==> config.mk <==
export PLATFORM = sky130hd
export DESIGN_NAME = rojobot_update_bridge
export DESIGN_NICKNAME = d
export VERILOG_FILES = /design/src/rtl/rojobot_pkg.sv /design/src/rtl/rojobot_update_bridge_sync.sv /design/src/rtl/rojobot_update_bridge.sv
export SDC_FILE = /design/constraint.sdc
export NUM_CORES = 1
export LEC_CHECK = 0
export ABC_AREA = 0
export BUFFER_PORTS_ARGS = -buffer_cell sky130_fd_sc_hd__buf_4
export CAP_MARGIN = 20
export CORE_MARGIN = 2
export CORE_UTILIZATION = 40
export CTS_CLUSTER_SIZE = 10
export DETAILED_ROUTE_END_ITERATION = 12
export PLACE_DENSITY = 0.66
export SLEW_MARGIN = 20
export SYNTH_ARGS = -nofsm -noshare
export SYNTH_HDL_FRONTEND = slang
export SYNTH_HIERARCHICAL = 1
export SYNTH_SLANG_ARGS = --single-unit
==> constraint.sdc <==
create_clock -name SI_ClkIn -period 4.45 [get_ports SI_ClkIn]
set_input_delay 0 -clock SI_ClkIn [delete_from_list [all_inputs] [get_ports SI_ClkIn]]
set_output_delay 0 -clock SI_ClkIn [all_outputs]
set_load 0.01 [all_outputs]
==> src/rtl/rojobot_pkg.sv <==
// Shared constants for the Rojobot-to-MIPSfpga update bridge.
// Holds the FSM state encoding and the bot_info word width.
// Also holds the field layout of bot_info: {LocX, LocY, Sensors, BotInfo}.
package rojobot_pkg;

    localparam int BOT_INFO_W = 32;

    // Field offsets inside the 32-bit bot info word (each field is 8 bits wide).
    localparam int FIELD_W         = 8;
    localparam int LOCX_LSB        = 24;
    localparam int LOCY_LSB        = 16;
    localparam int SENSORS_LSB     = 8;
    localparam int BOTINFO_LSB     = 0;

    typedef enum logic [1:0] {
        ST_IDLE    = 2'd0,
        ST_PENDING = 2'd1,
        ST_HOLDOFF = 2'd2
    } state_t;

endpackage

==> src/rtl/rojobot_update_bridge_sync.sv <==
// Synchroniser chain plus a registered rising-edge detector for an async strobe.
// Latency: input first sampled at edge N -> evt high during the cycle after edge N+SYNC_STAGES.
// No backpressure; evt is a one-cycle pulse per rising edge of the synchronised level.
// Ports: clk, rst_n (async active-low), async_in (raw strobe), evt (one-cycle event).
module sync_edge_det #(
    parameter int SYNC_STAGES = 2
) (
    input  logic clk,
    input  logic rst_n,
    input  logic async_in,
    output logic evt
);

    (* ASYNC_REG = "TRUE" *) logic [SYNC_STAGES-1:0] sync_q;
    logic [SYNC_STAGES-1:0] fill_q;
    logic                   prev_q;
    logic                   armed_q;

    // fill_q marks when the chain holds only post-reset samples. The detector
    // arms only after it has seen the synchronised level low, so a strobe that
    // was already high across a reset release is not reported as a new edge.
    always_ff @(posedge clk or negedge rst_n) begin
        if (!rst_n) begin
            sync_q  <= '0;
            fill_q  <= '0;
            prev_q  <= 1'b0;
            armed_q <= 1'b0;
            evt     <= 1'b0;
        end else begin
            sync_q  <= {sync_q[SYNC_STAGES-2:0], async_in};
            fill_q  <= {fill_q[SYNC_STAGES-2:0], 1'b1};
            prev_q  <= sync_q[SYNC_STAGES-1];
            armed_q <= armed_q | (fill_q[SYNC_STAGES-1] & ~sync_q[SYNC_STAGES-1]);
            evt     <= armed_q & sync_q[SYNC_STAGES-1] & ~prev_q;
        end
    end

endmodule

==> src/rtl/rojobot_update_bridge.sv <==
// Bridges Rojobot update strobes into the MIPSfpga clock domain with snapshot and pending flag.
// Latency: strobe first sampled at edge N -> snapshot and bot_update_sync valid after edge N+SYNC_STAGES+1.
// Software acks by holding int_ack; updates arriving while pending are counted as overruns.
// Ports: SI_ClkIn/SI_Reset_N clock and async reset; upd_sysregs async strobe; bot_info_in data word;
//        int_ack level ack; bot_update_sync pending flag; bot_info_out snapshot; update_cnt, overrun_cnt.
module rojobot_update_bridge
    import rojobot_pkg::*;
#(
    parameter int SYNC_STAGES   = 2,
    parameter int CNT_W         = 16,
    parameter int OVR_W         = 8,
    parameter bit OVERWRITE_NEW = 1'b1
) (
    input  logic                  SI_ClkIn,
    input  logic                  SI_Reset_N,
    input  logic                  upd_sysregs,
    input  logic [BOT_INFO_W-1:0] bot_info_in,
    input  logic                  int_ack,
    output logic                  bot_update_sync,
    output logic [BOT_INFO_W-1:0] bot_info_out,
    output logic [CNT_W-1:0]      update_cnt,
    output logic [OVR_W-1:0]      overrun_cnt
);

    state_t state_q, state_d;
    logic   queued_q, queued_d;
    logic   upd_evt;
    logic   capture;
    logic   inc_upd;
    logic   inc_ovr;

    sync_edge_det #(
        .SYNC_STAGES (SYNC_STAGES)
    ) u_sync (
        .clk      (SI_ClkIn),
        .rst_n    (SI_Reset_N),
        .async_in (upd_sysregs),
        .evt      (upd_evt)
    );

    always_comb begin
        state_d  = state_q;
        queued_d = queued_q;
        capture  = 1'b0;
        inc_upd  = 1'b0;
        inc_ovr  = 1'b0;
        unique case (state_q)
            ST_IDLE: begin
                if (upd_evt) begin
                    capture = 1'b1;
                    inc_upd = 1'b1;
                    state_d = ST_PENDING;
                end
            end
            ST_PENDING: begin
                if (int_ack) begin
                    // Ack wins over a simultaneous event: the event is queued, not an overrun.
                    state_d = ST_HOLDOFF;
                    if (upd_evt) begin
                        capture  = 1'b1;
                        inc_upd  = 1'b1;
                        queued_d = 1'b1;
                    end
                end else if (upd_evt) begin
                    inc_ovr = 1'b1;
                    inc_upd = 1'b1;
                    capture = OVERWRITE_NEW;
                end
            end
            ST_HOLDOFF: begin
                if (upd_evt) begin
                    capture  = 1'b1;
                    inc_upd  = 1'b1;
                    queued_d = 1'b1;
                end
                if (!int_ack) begin
                    // An event landing in the same cycle the ack drops must not be lost.
                    if (queued_q || upd_evt) begin
                        state_d  = ST_PENDING;
                        queued_d = 1'b0;
                    end else begin
                        state_d = ST_IDLE;
                    end
                end
            end
            default: begin
                state_d  = ST_IDLE;
                queued_d = 1'b0;
            end
        endcase
    end

    always_ff @(posedge SI_ClkIn or negedge SI_Reset_N) begin
        if (!SI_Reset_N) begin
            state_q         <= ST_IDLE;
            queued_q        <= 1'b0;
            bot_update_sync <= 1'b0;
            bot_info_out    <= '0;
            update_cnt      <= '0;
            overrun_cnt     <= '0;
        end else begin
            state_q         <= state_d;
            queued_q        <= queued_d;
            bot_update_sync <= (state_d == ST_PENDING);
            if (capture) begin
                bot_info_out <= bot_info_in;
            end
            if (inc_upd) begin
                update_cnt <= update_cnt + CNT_W'(1);
            end
            if (inc_ovr && (overrun_cnt != {OVR_W{1'b1}})) begin
                overrun_cnt <= overrun_cnt + OVR_W'(1);
            end
        end
    end

endmodule
==> results.ini, run 1 <==
[die]
coreArea_um2=6760
rows=30
initial_core_util_pct=41.2
die_h_um=87.4
ios=93
die_x_um=87.4
dieArea_um2=7640

[sta]
finalCritPeriodShare_pct=50.2
rsz0062_at_grt=false
tightest_slew_ps=885
slew_viol_final=0
fin_worst_skew_ps=7.06
finalSetupTns_ps=0
period_needed_ps=2230
hold_violations=0
fmax_mhz=448
slew_headroom_pct=41.0
finalSetupViolations=0

[setup_path]
worstPathCellList=ha_1 -> and2b_2 -> and2_1 -> nand4_1 -> xnor2_1
cp.required_ps=4660
crit_arrival_ps=2440
crit_path_top_delay_cell=and2b_2
cp-start-kind=register
setup.worst_path.class=register to register
end_kind=register
critPathMaxFanout=40
crit_buf_inv=0
slowest_delay_ps=810
path_delay_family=simple AND/OR/NAND/NOR gates

[global_route]
track_usage_pct=15.7
grt_use_met1_pct=19.1
use_met3_pct=3.98
grt_pass1_wl_mm=9.19
grt_use_met2_pct=25.0
grt_remaining_overflow=0
grt_max_degree=68
antenna_found_initial=0
grt_busiest_layer=met2
grt_pass1_vias=2055

[layout]
fin_util_pct=59.8
final_nets=380
areaGrowthSynthToFinish_pct=45.0
antenna_cells=0
seqCellArea_um2=1680
final_common_cell=buf_4
multi_input_area_um2=1030
nFillCells=544
final_cell_mix=92 x buf_4, 67 x dfrtp_1, 35 x mux2_2
post_route_cells_drive_above_1_share_pct=43.3

[power_and_ir_drop]
p_leak_uw=0.00194
cellPowerDensity_nw_per_um2=438
peakVddDrop_v=0.000217

[status]
status=finished clean

[cts]
clock_path_buffers=2
cts_setup_buffers=0
cts_hold_buffers=34
clock_sinks=67
cts_tree=yes
cts-root-buf=clkbuf_8
cts_resized=0
clkLatencyLatePin_ps=330
path_clk_slew_ps=70
h-tree-depth=3
numCtsBuffers=9

[run]
drv_cap=0

[synthesis]
syn_area_um2=2780
syn_avg_cell_area_um2=13.6
yosysWarnings=6
yosysSeqAreaShare_pct=60.2
synth_area_leaders=dfrtp_1 60%, mux2_2 14%, xnor2_1 3.8%
ys_seq_elements=67
synth_top_area_share_pct=60.2
synth.net_count=248
netlist_instances=205
synthDistinctLibCells=34
yosysTopAreaCell=dfrtp_1

[detailed_routing]
drc_errors=0
vias=2004
first_pass_iters=4
drt_iter0_drc=68
routed_wirelength_mm=5.70
ant_nets=0
drt-vias-per-instance=4.75
routedWlPerCell_um=13.5

[placed_design]
io_buffer_count=92
hpwl_mm=3.73
place.gp.congestion=0.912

[hold_path]
hold_class=primary input to register

==> final timing paths <==
path / start / to / slack, ps / cells past startpoint
setup / recovery: state_q[0] / update_cnt[9] / 2220 / 5
min in group asynchronous: SI_Reset_N / overrun_cnt[7] / 320 / 2
max in group asynchronous: SI_Reset_N / bot_info_out[18] / 3600 / 2
hold / removal: int_ack / state_q[0] / 70 / 4
hold reg to reg: u_sync/fill_q[0] / u_sync/fill_q[1] / 360 / 0
setup reg to reg: state_q[0] / update_cnt[9] / 2220 / 5
==> per-stage QoR <==
step                hold slack [ps]  instances  cell area [um^2]  setup WS (ps)  power, uW
floorplan                      -296        205              2780           2790       1090
global placement                110        372              3540           2250       1330
detailed placement              112        372              3540           2170       1350
CTS                            42.7        422              4040           2150       1800
global route                   81.8        422              4040           2010       1880
finish                         70.7        422              4040           2220       1770
==> cells by family after synthesis <==
group                      Yosys count  synth area share, %
and+or+nand+nor                     45                 10.1
buffers and inverters               14                 2.65
adders and majority gates            7                 3.15
xor gates and xnor gates            18                 5.66
AOI/OAI and AO/OA                   17                 3.51
DFF                                 67                 60.2
muxes                               36                 14.6
other                                1                0.135
==> final cells by class <==
class	count	area share, %
tap	80	2.48
sequential	67	41.5
timing repair buffer	126	25.5
clock inverter	5	0.744
multi-input combinational	124	25.6
clock buffer	11	3.25
inverter	9	0.837
==> sequential cells by signal, summed over array words and instances, names as in the netlist <==
signal and flops:
update_cnt 16, overrun_cnt 8, u_sync/fill_q 2, u_sync/armed_q 1
u_sync/prev_q 1, u_sync/evt 1, queued_q 1, u_sync/sync_q 2
state_q 2, bot_info_out 32, bot_update_sync 1
==> worst min-delay path, cell delays in order <==
cell	delay, ps
buf_4	90
inv_1	60
o211ai_1	90
a31oi_1	110
==> power by group <==
group | internal, uW | switching, uW
registers | 734 | 102
logic | 301 | 216
clock network | 199 | 216
==> synth_stat cells, drive strengths merged <==
cell    instances
a41oi           1
inv             9
a21oi           7
xnor2          12
a31oi           2
nor4            1
o22ai           1
and3            3
dfrtp          67
nand4           8
and4            1
buf             5
xor2            6
nand3           5
o21ai           4
and2b           1
a21o            1
o211ai          1
ha              7
nand2           9
nor3            3
and3b           1
and2            2
nor2b           4
nor2            7
conb            1
mux2           36
==> routing by layer <==
metal	up-vias	share of wire [%]	routed length, um
met5	-	0	0
met4	0	2.3	130
met3	12	6.1	345
met2	70	48	2710
met1	951	44	2510
li1	971	-	-
Note: power is estimated with default switching activity, not from simulation.
==> inputs of run 2 (changes only) <==
--- a/config.mk
+++ b/config.mk
@@ -12,7 +12,7 @@
 export CORE_UTILIZATION = 40
 export CTS_CLUSTER_SIZE = 10
 export DETAILED_ROUTE_END_ITERATION = 12
-export PLACE_DENSITY = 0.66
+export PLACE_DENSITY = 0.68
 export SLEW_MARGIN = 20
 export SYNTH_ARGS = -nofsm -noshare
 export SYNTH_HDL_FRONTEND = slang
==> constraint.sdc (replaced) <==
create_clock -name SI_ClkIn -period 1.85 [get_ports SI_ClkIn]
set_input_delay 0 -clock SI_ClkIn [delete_from_list [all_inputs] [get_ports SI_ClkIn]]
set_output_delay 0 -clock SI_ClkIn [all_outputs]
set_load 0.01 [all_outputs]
==> results.ini, run 2 (synthesized netlist as in run 1, its figures left out) <==
[setup_path]
critPathMaxFanout=26  ; was 40
cp-start-kind=register  ; unchanged
end_kind=register  ; unchanged
crit_arrival_ps=1960  ; was 2440 ps
cp.required_ps=2060  ; was 4660 ps
setup.worst_path.class=register to register  ; unchanged

[hold_path]
hold_class=primary input to register  ; unchanged

[power_and_ir_drop]
p_leak_uw=0.00200  ; was 0.00194 uW
p_switching_uw=1320  ; was 533 uW
p_int_uw=3330  ; was 1230 uW
swShare_pct=28.4  ; was 30.2%
cellPowerDensity_nw_per_um2=1120  ; was 438 nW/um^2
combPwrFrac_pct=27.3  ; was 29.2%
peakVddDrop_v=0.000657  ; was 0.000217 V
finalPower_uw=4650  ; was 1770 uW
power.share.clock_pct=29.2  ; was 23.5%
seqPwrFrac_pct=43.5  ; was 47.3%

[sta]
finalSetupViolations=0  ; unchanged
finalSetupTns_ps=0  ; unchanged
hold_violations=0  ; unchanged
slew_viol_final=0  ; unchanged
fin_worst_skew_ps=6.36  ; was 7.06 ps
tightest_slew_ps=824  ; was 885 ps
rsz0062_at_grt=false  ; unchanged
slew_headroom_pct=45.0  ; was 41.0%
fin_hold_ws_ps=58.3  ; was 70.7 ps
finalCritPeriodShare_pct=94.2  ; was 50.2%
fmax_mhz=574  ; was 448 MHz
period_needed_ps=1740  ; was 2230 ps

[cts]
cts_setup_buffers=0  ; unchanged
h-tree-depth=3  ; unchanged
cts-root-buf=clkbuf_8  ; unchanged
numCtsBuffers=9  ; unchanged
clkLatencyLatePin_ps=330  ; about the same
cts_tree=yes  ; unchanged
clock_sinks=67  ; unchanged
path_clk_slew_ps=70  ; about the same
clock_path_buffers=2  ; unchanged

[detailed_routing]
ant_nets=0  ; unchanged
first_pass_iters=4  ; unchanged
drt_iter0_drc=65  ; was 68
drc_errors=0  ; unchanged
routed_wirelength_mm=5.95  ; was 5.70 mm
routedWlPerCell_um=14.0  ; was 13.5 um
drt-vias-per-instance=4.84  ; was 4.75
vias=2057  ; was 2004

[layout]
areaGrowthSynthToFinish_pct=48.7  ; was 45.0%
nFillCells=540  ; was 544
final_nets=383  ; was 380
top_register=bot_info_out  ; unchanged
post_route_cells_drive_above_1_share_pct=44.9  ; was 43.3%
final_cell_mix=94 x buf_4, 67 x dfrtp_1, 35 x mux2_2  ; was 92 x buf_4, 67 x dfrtp_1, 35 x mux2_2
final_common_cell=buf_4  ; unchanged
antenna_cells=0  ; unchanged
largestRegisters=bot_info_out (32), update_cnt (16), overrun_cnt (8)  ; unchanged
largest_register_ffs=32  ; unchanged

[global_route]
track_usage_pct=16.1  ; was 15.7%
grt_remaining_overflow=0  ; unchanged
grt_pass1_vias=1992  ; was 2055
antenna_found_initial=0  ; unchanged
grt_max_degree=68  ; unchanged
grt_pass1_wl_mm=9.38  ; was 9.19 mm

[die]
die_x_um=87.4  ; unchanged
die_h_um=87.4  ; unchanged
initial_core_util_pct=41.2  ; unchanged
rows=30  ; unchanged
ios=93  ; unchanged
dieArea_um2=7640  ; unchanged
coreArea_um2=6760  ; unchanged

[run]
drv_cap=0  ; unchanged

[placed_design]
place.gp.congestion=0.843  ; was 0.912
hpwl_mm=3.76  ; was 3.73 mm
io_buffer_count=92  ; unchanged

[status]
status=finished clean  ; unchanged

[run 2: final timing paths]
path	from	end	slack (ps)	depth (start not counted)
worst max-delay path	state_q[0]	bot_info_out[10]	110	4
worst min-delay path	int_ack	state_q[0]	60	4
worst max register to register	state_q[0]	bot_info_out[10]	110	4
worst min register to register	u_sync/fill_q[0]	u_sync/fill_q[1]	360	0
max in group asynchronous	SI_Reset_N	queued_q	980	2
min in group asynchronous	SI_Reset_N	bot_info_out[14]	330	2
[run 2: timing repair]
action / CTS / global route
hold buffers: 34 / 0
endpoints found under the setup margin: 0 / 4
hold endpoints to repair: 100 / 0
resized for setup: 0 / 3
[run 2: area by class of cell]
class | count | area [um^2] | area share (%)
clock buffer | 11 | 151 | 3.66
clock inverter | 5 | 75.1 | 1.81
inverter | 9 | 33.8 | 0.816
multi-input combinational | 124 | 1040 | 25.1
sequential | 67 | 1680 | 40.5
tap | 80 | 100 | 2.42
timing repair buffer | 129 | 1070 | 25.7
[run 2: per-layer routing]
| metal | GRT usage [%] | up-vias | wire (um) |
|---|---|---|---|
| met5 | 0 | - | 0 |
| met4 | 7.69 | 0 | 110 |
| met3 | 4.55 | 10 | 385 |
| met2 | 25.7 | 79 | 2960 |
| met1 | 20.1 | 986 | 2500 |
| li1 | - | 982 | - |
[run 2: power by group through the flow]
stage          clock network [uW]  registers [uW]  logic (uW)
6_report                     1360            2020        1270
5_1_grt                      1460            2070        1390
4_1_cts                      1400            2020        1270
3_5_place_dp                    0            2040        1210
3_3_place_gp                    0            2030        1190
2_1_floorplan                   0            2130         480
[run 2: critical path: stages (launching register included)]
cell,delay (ps)
dfrtp_1,440
ha_1,260
and2b_4,350
buf_12,200
mux2_2,370
[run 2: per-stage QoR]
step | cells | instance area [um^2] | worst slack (ps) | util (%)
CTS | 425 | 4140 | 62.1 | 61.2
global placement | 375 | 3570 | 111 | 52.9
global route | 425 | 4140 | 7.60 | 61.3
detailed placement | 375 | 3570 | 88.3 | 52.9
finish | 425 | 4140 | 106 | 61.3
floorplan | 205 | 2780 | 189 | -
==> inputs of run 3 (changes only) <==
--- a/config.mk
+++ b/config.mk
@@ -10,9 +10,11 @@
 export CAP_MARGIN = 20
 export CORE_MARGIN = 2
 export CORE_UTILIZATION = 40
+export CTS_CLUSTER_DIAMETER = 80
 export CTS_CLUSTER_SIZE = 10
 export DETAILED_ROUTE_END_ITERATION = 12
 export PLACE_DENSITY = 0.68
+export REMOVE_ABC_BUFFERS = 1
 export SLEW_MARGIN = 20
 export SYNTH_ARGS = -nofsm -noshare
 export SYNTH_HDL_FRONTEND = slang
==> results.ini, run 3 (synthesized netlist as in run 1, its figures left out) <==
[placed_design]
dp.cells=377  ; was 375
hpwl_mm=3.85  ; was 3.76 mm
dpl_cell_area_um2=3590  ; was 3570 um^2
io_buffer_count=92  ; unchanged
place.gp.congestion=0.817  ; was 0.843

[detailed_routing]
first_pass_iters=4  ; unchanged
drt_iter0_drc=53  ; was 65
ant_nets=0  ; unchanged
routedWlPerCell_um=13.9  ; was 14.0 um
routed_wirelength_mm=5.90  ; was 5.95 mm
vias=2077  ; was 2057
drc_errors=0  ; unchanged
drt-vias-per-instance=4.89  ; was 4.84

[power_and_ir_drop]
peakVddDrop_v=0.000617  ; was 0.000657 V
p_leak_uw=0.00199  ; was 0.00200 uW
finalPower_uw=4460  ; was 4650 uW
cellPowerDensity_nw_per_um2=1090  ; was 1120 nW/um^2

[setup_path]
ff2ff_setup_slack_ps=160  ; was 110 ps
setup.worst_path.class=register to register  ; unchanged
cp.required_ps=2060  ; about the same
crit_arrival_ps=1900  ; was 1960 ps
critPathMaxFanout=4  ; was 26
cp-start-kind=register  ; unchanged
end_kind=register  ; unchanged

[layout]
antenna_cells=0  ; unchanged
nFillCells=564  ; was 540
areaGrowthSynthToFinish_pct=47.6  ; was 48.7%
fin_area_um2=4110  ; was 4140 um^2
post_route_cells_drive_above_1_share_pct=44.1  ; was 44.9%
top_register=bot_info_out  ; unchanged
final_common_cell=buf_4  ; unchanged
final_nets=385  ; was 383
largestRegisters=bot_info_out (32), update_cnt (16), overrun_cnt (8)  ; unchanged
final_cell_mix=96 x buf_4, 67 x dfrtp_1, 35 x mux2_2  ; was 94 x buf_4, 67 x dfrtp_1, 35 x mux2_2
instances_no_fill=425  ; unchanged
largest_register_ffs=32  ; unchanged

[sta]
fin_hold_ws_ps=71.8  ; was 58.3 ps
finalSetupViolations=0  ; unchanged
fmax_mhz=591  ; was 574 MHz
finalSetupTns_ps=0  ; unchanged
period_needed_ps=1690  ; was 1740 ps
fin_worst_skew_ps=10.9  ; was 6.36 ps
tightest_slew_ps=815  ; was 824 ps
slew_headroom_pct=45.7  ; was 45.0%
hold_violations=0  ; unchanged
slew_viol_final=0  ; unchanged
finalCritPeriodShare_pct=91.5  ; was 94.2%
rsz0062_at_grt=false  ; unchanged

[die]
initial_core_util_pct=41.2  ; unchanged
dieArea_um2=7640  ; unchanged
coreArea_um2=6760  ; unchanged
rows=30  ; unchanged
die_x_um=87.4  ; unchanged
ios=93  ; unchanged
die_h_um=87.4  ; unchanged

[cts]
cts-root-buf=clkbuf_8  ; unchanged
cts_tree=yes  ; unchanged
clock_path_buffers=2  ; unchanged
path_clk_slew_ps=60  ; was 70 ps
clkLatencyLatePin_ps=330  ; about the same
h-tree-depth=3  ; unchanged
clock_sinks=67  ; unchanged
cts_setup_buffers=0  ; unchanged
numCtsBuffers=9  ; unchanged

[status]
status=finished clean  ; unchanged

[global_route]
antenna_found_initial=0  ; unchanged
track_usage_pct=16.6  ; was 16.1%
grt_pass1_vias=2142  ; was 1992
grt_pass1_wl_mm=9.81  ; was 9.38 mm
grt_max_degree=68  ; unchanged
grt_remaining_overflow=0  ; unchanged

[run]
drv_cap=0  ; unchanged

[hold_path]
hold_class=primary input to register  ; unchanged

-- run 3: worst max-delay path: stages, from the launching register on --
cell and delay (ps):
dfrtp_1 410, inv_1 130, ha_1 180, and3b_1 230, nand4_4 120, nor3_2 180
mux2_1 330
-- run 3: layout make-up --
cell class                      instances  area, um^2  area share (%)
Sequential cell                        67        1680            40.8
Clock buffer                           11         141            3.44
Inverter                                9        33.8           0.822
Clock inverter                          3        40.0           0.975
Multi-Input combinational cell        124        1030            25.2
Tap cell                               80         100            2.44
Timing Repair Buffer                  131        1080            26.3
-- run 3: per-layer routing --
metal,track usage [%],share of wire [%]
met5,0,0
met4,7.55,0.86
met1,19.9,42
met2,26.8,50
met3,5.78,7.1
-- run 3: path summary, 6_finish.rpt --
| check | startpoint | end | cells past startpoint |
|---|---|---|---|
| max in group asynchronous | SI_Reset_N | update_cnt[0] | 2 |
| worst min-delay path | int_ack | state_q[0] | 4 |
| worst min register to register | u_sync/fill_q[0] | u_sync/fill_q[1] | 0 |
| worst max register to register | state_q[1] | overrun_cnt[7] | 6 |
| min in group asynchronous | SI_Reset_N | overrun_cnt[4] | 2 |
| worst max-delay path | state_q[1] | overrun_cnt[7] | 6 |
-- run 3: stage by stage --
step                      utilization [%]  worst slack [ps]
after global placement               53.1               201
after global routing                 60.8              58.7
after detailed placement             53.1               158
final                                60.8               157
after CTS                            60.8               148
after floorplan                         -              -451
-- run 3: power breakdown --
group	switching, uW	leakage (uW)	total (uW)	internal, uW
sequential	242	0.000832	2010	1770
clock	513	0.0000950	1150	641
combinational	546	0.00106	1300	755
total	1300	0.00199	4460	3160
-- run 3: timing repair --
item	CTS	global route
resized for setup	0	0
hold buffers	34	0
endpoints found under the setup margin	0	0
hold endpoints to repair	100	0
